`src/rtl/sipo_pkg.sv`:
```
// Shared constants and sizing helpers for the stream deserializer.
// Beat count and beat counter width are derived here from WIDTH and LANES.
package sipo_pkg;

  localparam int SHIFT_LSB_FIRST = 0;
  localparam int SHIFT_MSB_FIRST = 1;

  // Number of beats that make up one output word.
  function automatic int beats(input int width, input int lanes);
    return width / lanes;
  endfunction

  // Counter width for n beats; never narrower than one bit.
  function automatic int cnt_w(input int n);
    return (n <= 2) ? 1 : $clog2(n);
  endfunction

endpackage

```
`src/rtl/sipo_out_reg.sv`:
```
// One-entry output holding register with valid/ready, load and pop.
// stall is high while a word is held and the consumer is not taking it.
module sipo_out_reg #(
  parameter int DW = 8
) (
  input  logic          clk,
  input  logic          reset,
  input  logic          load,
  input  logic [DW-1:0] load_data,
  input  logic          ready,
  output logic          valid,
  output logic [DW-1:0] data,
  output logic          stall
);

  logic          valid_q, valid_d;
  logic [DW-1:0] data_q, data_d;

  // A load wins over a pop so back-to-back words keep valid high.
  always_comb begin
    valid_d = valid_q;
    data_d  = data_q;
    if (load) begin
      valid_d = 1'b1;
      data_d  = load_data;
    end else if (valid_q && ready) begin
      valid_d = 1'b0;
    end
  end

  // Holding register state.
  always_ff @(posedge clk or posedge reset) begin
    if (reset) begin
      valid_q <= 1'b0;
      data_q  <= '0;
    end else begin
      valid_q <= valid_d;
      data_q  <= data_d;
    end
  end

  assign valid = valid_q;
  assign data  = data_q;
  assign stall = valid_q && !ready;

endmodule

```
`src/rtl/sipo_stream_deser.sv`:
```
// Serial-to-parallel deserializer: LANES bits per beat into WIDTH-bit words.
// Define SIPO_PARITY_EN to add the registered out_parity output.
module sipo_stream_deser
  import sipo_pkg::*;
#(
  parameter int WIDTH     = 8,
  parameter int LANES     = 1,
  parameter int SHIFT_DIR = 0
) (
  input  logic             clk,
  input  logic             reset,
  input  logic             in_valid,
  input  logic [LANES-1:0] in_data,
  output logic             in_ready,
  output logic             out_valid,
  output logic [WIDTH-1:0] out_data,
  input  logic             out_ready,
  input  logic             flush,
  output logic             busy
`ifdef SIPO_PARITY_EN
  ,
  output logic             out_parity
`endif
);

  localparam int BEATS = beats(WIDTH, LANES);
  localparam int CW    = cnt_w(BEATS);
  localparam logic [CW-1:0] LAST = CW'(BEATS - 1);
  localparam bit MSB_FIRST = (SHIFT_DIR == SHIFT_MSB_FIRST);
`ifdef SIPO_PARITY_EN
  localparam int DW = WIDTH + 1;
`else
  localparam int DW = WIDTH;
`endif

  logic [WIDTH-1:0] acc_q, acc_d;
  logic [CW-1:0]    cnt_q, cnt_d;
  logic             busy_q, busy_d;
  logic [WIDTH-1:0] word;
  logic [DW-1:0]    load_data;
  logic [DW-1:0]    held;
  logic             stall;
  logic             last_beat;
  logic             accept;
  logic             load;

  assign last_beat = (cnt_q == LAST);
  assign in_ready  = !last_beat || !stall;
  assign accept    = in_valid && in_ready;
  assign load      = accept && last_beat && !flush;

  // Accumulator with the incoming beat merged at its slot.
  always_comb begin
    word = acc_q;
    for (int k = 0; k < BEATS; k++) begin
      if (cnt_q == CW'(k)) begin
        if (MSB_FIRST)
          word[WIDTH-(k+1)*LANES +: LANES] = in_data;
        else
          word[k*LANES +: LANES] = in_data;
      end
    end
  end

  // Flush beats any beat; a completing beat empties the accumulator.
  always_comb begin
    acc_d = acc_q;
    cnt_d = cnt_q;
    if (flush) begin
      acc_d = '0;
      cnt_d = '0;
    end else if (accept) begin
      if (last_beat) begin
        acc_d = '0;
        cnt_d = '0;
      end else begin
        acc_d = word;
        cnt_d = cnt_q + CW'(1);
      end
    end
    busy_d = (cnt_d != '0);
  end

  // Accumulator, beat counter and busy flag.
  always_ff @(posedge clk or posedge reset) begin
    if (reset) begin
      acc_q  <= '0;
      cnt_q  <= '0;
      busy_q <= 1'b0;
    end else begin
      acc_q  <= acc_d;
      cnt_q  <= cnt_d;
      busy_q <= busy_d;
    end
  end

`ifdef SIPO_PARITY_EN
  assign load_data = {^word, word};
`else
  assign load_data = word;
`endif

  sipo_out_reg #(
    .DW(DW)
  ) u_out (
    .clk       (clk),
    .reset     (reset),
    .load      (load),
    .load_data (load_data),
    .ready     (out_ready),
    .valid     (out_valid),
    .data      (held),
    .stall     (stall)
  );

  assign out_data = held[WIDTH-1:0];
  assign busy     = busy_q;
`ifdef SIPO_PARITY_EN
  assign out_parity = held[WIDTH];
`endif

endmodule

```
`config.mk`:
```
export PLATFORM = sky130hd
export DESIGN_NAME = sipo_stream_deser
export DESIGN_NICKNAME = d
export VERILOG_FILES = /design/src/rtl/sipo_pkg.sv /design/src/rtl/sipo_out_reg.sv /design/src/rtl/sipo_stream_deser.sv
export SDC_FILE = /design/constraint.sdc
export NUM_CORES = 1
export LEC_CHECK = 0
export BUFFER_PORTS_ARGS = -buffer_cell sky130_fd_sc_hd__buf_2
export CAP_MARGIN = 20
export CORE_MARGIN = 5
export CORE_UTILIZATION = 30
export DETAILED_ROUTE_END_ITERATION = 8
export GPL_ROUTABILITY_DRIVEN = 0
export HOLD_SLACK_MARGIN = 0.08
export SLEW_MARGIN = 10
export SYNTH_ARGS = -nofsm -noshare
export SYNTH_HDL_FRONTEND = slang
export SYNTH_SLANG_ARGS = --single-unit
```
`constraint.sdc`:
```
create_clock -name clk -period 2.45 [get_ports clk]
set_input_delay 0.1225 -clock clk [delete_from_list [all_inputs] [get_ports clk]]
set_output_delay 0.1225 -clock clk [all_outputs]
set_load 0.05 [all_outputs]
```
**Word level (Yosys, flattened, before mapping)**

Index checks and enable logic that the tools add are counted.

- Input bits: 6
- Register bits: 21
- Logic and storage cells: 43
- Output and inout port bits: 11

- Muxes and demuxes: 16
- Equality and inequality tests: 7
- Reduce and logical (&&, ||, !) cells: 14
- $add $sub $neg: 1

Operator list:

| operator | count |
|---|---|
| $mux W8 | 3 |
| $eq A3 B3 Y1 const B | 4 |
| $mux W1 | 10 |
| $mux W3 | 3 |
| $eq A3 B2 Y1 const B | 2 |
| $logic_and A1 B1 Y1 | 5 |
| $logic_not A1 Y1 | 4 |
| $reduce_bool A2 Y1 | 2 |
| $add A3 B1 Y3 const B | 1 |
| $eq A3 B1 Y1 const B | 1 |
| $logic_not A3 Y1 | 1 |
| $reduce_bool A3 Y1 | 1 |
| $logic_or A1 B1 Y1 | 1 |

**Longest topological paths before layout**

- Word-level depth: 8
- Gate-level depth with buffers: 6

**Cells and area by module**

A second synthesis with hierarchy kept.

- Cell total of the unflattened synthesis: 84
- Area total of the unflattened synthesis: 1114.8 um^2

Modules (own cells, without submodules):

| module | area each (um^2) | cells an instance | times used |
|---|---|---|---|
| sipo_stream_deser | 742.0 | 63 | 1 |
| sipo_out_reg | 372.9 | 21 | 1 |

**Worst setup path before layout**

No wires, ideal clock.

- Path kind: reg2reg
- From: register cnt_q[0]
- To: register acc_q[0]
- Setup slack: 476 ps
- Data arrival time: 1848 ps
- Stages on the path, launching flop included: 7
- Path buffers: 0
- Data required time: 2324 ps
- Library setup time: 126 ps
- Cell sequence: dfrtp_1 > ha_1 > ha_1 > and3b_2 > inv_2 > a21oi_2 > a221o_1

- Word-level cells in the longest chain between the ends: 5
- Elaborated cells between the ends (all ways): 10
- Those cells by class: eq/ne (1); mux (4); reduce/logical (5)

RTL lines:

| what | RTL line | text |
|---|---|---|
| start: declaration | sipo_stream_deser.sv:37 | `logic [CW-1:0] cnt_q, cnt_d;` |
| start signal: assignment | sipo_stream_deser.sv:92 | `cnt_q <= cnt_d;` |
| $eq A3 B3 Y1 | sipo_stream_deser.sv:47 | `assign last_beat = (cnt_q == LAST);` |
| $logic_not A1 Y1 | sipo_stream_deser.sv:48 | `assign in_ready = !last_beat \|\| !stall;` |
| $logic_or A1 B1 Y1 | sipo_stream_deser.sv:48 |  |
| net in_ready | sipo_stream_deser.sv:14 | `output logic in_ready,` |
| $logic_and A1 B1 Y1 | sipo_stream_deser.sv:49 | `assign accept = in_valid && in_ready;` |
| $reduce_bool A2 Y1 (no line) | n/a |  |
| end signal: assignment | sipo_stream_deser.sv:87 | `acc_q <= '0;` |
| end signal: assignment | sipo_stream_deser.sv:91 | `acc_q <= acc_d;` |
| end: declaration | sipo_stream_deser.sv:36 | `logic [WIDTH-1:0] acc_q, acc_d;` |

The timed path passes the listed nets, and every way through them passes these cells. The select of a mux whose other input is x is not followed.
A chain may end at the register's enable or synchronous reset.

**Worst setup path after layout**

- From: register cnt_q[0]
- To: output port in_ready

- Word-level cells in the longest chain between the ends: 3

RTL lines:

| what | RTL line |
|---|---|
| $eq A3 B3 Y1 | sipo_stream_deser.sv:47 |
| $logic_not A1 Y1 | sipo_stream_deser.sv:48 |
| $logic_or A1 B1 Y1 | sipo_stream_deser.sv:48 |
| end: declaration | sipo_stream_deser.sv:14 |

Every way passes these cells.

==> run summary <==
Root Buffer Master - clkbuf_8
First-pass DRT Iterations - 4
Critical Path RT - 2.33 ns
Clock slew at reported path FFs - 0.08 ns
HPWL after DPL - 1605 µm
Critical path endpoint category - output pin
Buffer depth of the longest clock path - 2
Psw - 0.1878 mW
Worst R2R Path Depth - 6
Slowest stage cell on the critical path - dfrtp_1
Uppermost layer routed - met4
Critical path's top delay family - adder cells
Layout cell share with drive strength beyond 1 - 31.62%
Peak supply drop - 0.0001684 V
Max Cap Viol - 0
Post-synth EDFFs - 0
Die area - 5040 µm²
I/O Buffers - 16
Placed Instances - 160
DR vias - 811
Syn_nets - 111
Fin. Hold Viols - 0
Post-route minimum period - 2.029 ns
Syn Inst Count - 99
Register bit total from synthesis - 20
Worst setup SP type - flop
CTS tree - done
Hold EP - cnt_q[1]
Most used cell, CP - ha_1
# DRC - 0
GRT Util Overall - 9.615%
Largest net degree at the start of global routing - 21
Layout Utilization - 36.16%
Met3 WL - 36 µm
Average size of a mapped cell - 11.27 µm²
Switching share of total power - 26.42%
Power per cell area - 540.9 nW/µm²
Initial core utilization - 30.72%
RSZ-0062 raised after global routing - no
Drt initial violations - 16
Worst-margin pin slew - 0.7608 ns
Post-Syn Area - 1116 µm²
Worst path bufs/invs - 2
Total wire length - 2210 µm
CP Class - reg2out
Worst stage delay on the critical path - 0.45 ns
Post-place setup slack - 0.5204 ns
Post-cts resize count - 0
Area Growth Syn to Fin - 17.71%
Die Span Y - 71.00 µm
R2r setup slk - 0.49 ns
Clk_lat worst skew - 0.26 ns
Combinational group share of total power - 15.1%
RR Endpoint - acc_q[0]
Critical Path AT - 1.91 ns
FMAX - 493.0 MHz
HP Class - in2reg
Post-synthesis sequential area ratio - 44.84%
Worst r2r src - cnt_q[0]
Final nets - 130
Leak Pwr - 0.6365 nW
Main synth FF type - dfrtp_1
Ant diodes - 0
Post-route antenna net violation count - 0
Crit Path Max Fanout - 7
Initial antenna violation count - 0
Total grt overflow - 0
Met2 WL - 1129 µm
Reg power frac - 49.4%
Critical-path cell list - ha_1 -> ha_1 -> and3b_2 -> inv_2 -> buf_2
CTS Buf Count - 3
Die Wd - 71.00 µm
Internal - 0.5229 mW
DR WL/cell - 13.39 µm
Placed cell areas - 1249 µm²
Io pins - 17
Design Area, Final - 1314 µm²
Core area - 3633 µm²
Final worst setup slack - 0.4214 ns
H-tree Lvls - 1
Setup_tns - 0 ns
Overall power - 0.7106 mW
Vias/cell - 4.915
Slew margin rel. - 49.22%
Yosys warns - 0
Status - finished, final reports clean
Fin cells - 165
Startpoint of the worst hold path - flush
Global-route wire length before repair - 3974 µm
Final Hold Slack - 0.1705 ns
Post-synthesis async set-or-reset flop share - 100.0%
Clock Sinks - 20
M1 WL - 1010 µm
Final setup violating endpoints - 0
Pins Over Slew Limit - 0
Std-Cell Rows - 22
Setup Skew - 0.004206 ns
Hold depth - 2
Netlist cell types - 30
Final worst path period share - 82.80%
Part of the power in the clock network - 35.5%
Vias in the first global route - 854
-- final cells by class --
| cell class | instances | area, µm² |
|---|---|---|
| clock buffers | 4 | 55.05 |
| fillers | 371 | 2320 |
| inverters | 9 | 33.78 |
| multi-input cells | 65 | 559.3 |
| flip-flops and latches | 20 | 500.5 |
| well taps | 48 | 60.06 |
| repair buffers | 19 | 105.1 |
-- synthesized netlist by cell type, drive strengths merged, types with 2 or more instances --
| master | n | area share, % |
|---|---|---|
| dfrtp | 20 | 45 |
| a311oi | 2 | 1.6 |
| nor3b | 2 | 1.3 |
| nor2b | 6 | 3.4 |
| buf | 3 | 1.3 |
| and3b | 2 | 1.7 |
| a21oi | 5 | 2.6 |
| mux2i | 3 | 2.7 |
| clkbuf | 2 | 0.67 |
| a31oi | 3 | 1.7 |
| and3 | 3 | 1.7 |
| and2 | 3 | 1.7 |
| a21boi | 3 | 2.0 |
| ha | 6 | 6.7 |
| inv | 9 | 3.0 |
| a221o | 6 | 5.4 |
| mux2 | 9 | 9.1 |
| o21ai | 3 | 1.3 |
-- what timing repair did --
action | 4_1_cts | 5_1_grt
buffers inserted | 0 | 0
hold buffers | 1 | 0
endpoints found under the hold margin | 20 | 0
-- kinds of logic after synthesis --
kind of cell	Yosys count	synth area share [%]
compound gates	24	16.59
simple gates	23	15.02
flops	20	44.84
buf+inv	14	5.044
mux	12	11.77
fa+ha+maj	6	6.726
-- flip-flops by register name (all words and copies together), names as in the netlist --
| name | cells |
|---|---|
| acc_q | 7 |
| cnt_q | 3 |
| u_out.data | 8 |
| u_out.valid | 1 |
| busy | 1 |
-- metal layers --
layer	track usage, %	vias up
li1	-	395
met1	12.37	408
met2	15.86	6
met3	0.9943	2
met4	5.010	0
met5	0	-
-- worst max path at each step --
stage	startpoint	endpoint	slack [ns]	cells after the start
finish	cnt_q[0]	in_ready	0.42	5
global route	cnt_q[0]	in_ready	0.33	5
CTS	cnt_q[0]	in_ready	0.43	5
detailed placement	cnt_q[0]	acc_q[0]	0.52	6
global placement	cnt_q[0]	acc_q[0]	0.59	6
floorplan	cnt_q[0]	acc_q[0]	0.48	6
-- power by group through the flow --
stage	clock, mW	combinational [mW]	sequential [mW]
after global placement	0	0.105	0.356
after floorplan	0	0.0586	0.378
after CTS	0.262	0.109	0.351
after global routing	0.272	0.119	0.353
final	0.253	0.107	0.351
after detailed placement	0	0.107	0.357
-- layout by cell type, fill, tap and decap left out, types with 4 or more instances in the layout --
master     n
a21oi_1    4
dfrtp_1   20
nor2b_1    6
clkbuf_8   4
ha_1       6
inv_1      8
buf_2     16
a221o_1    6
mux2_2     9
-- worst reg2reg max path, delay by kind of cell, from the launching register on --
family / cells / cell delay, ns
AO/OA/AOI/OAI: 2 / 0.48
AND/OR/NAND/NOR: 1 / 0.27
flip-flops: 1 / 0.45
adder cells (fa/ha/maj): 2 / 0.52
buffers and inverters: 1 / 0.12
No activity file was read; power rests on OpenSTA's default activity.
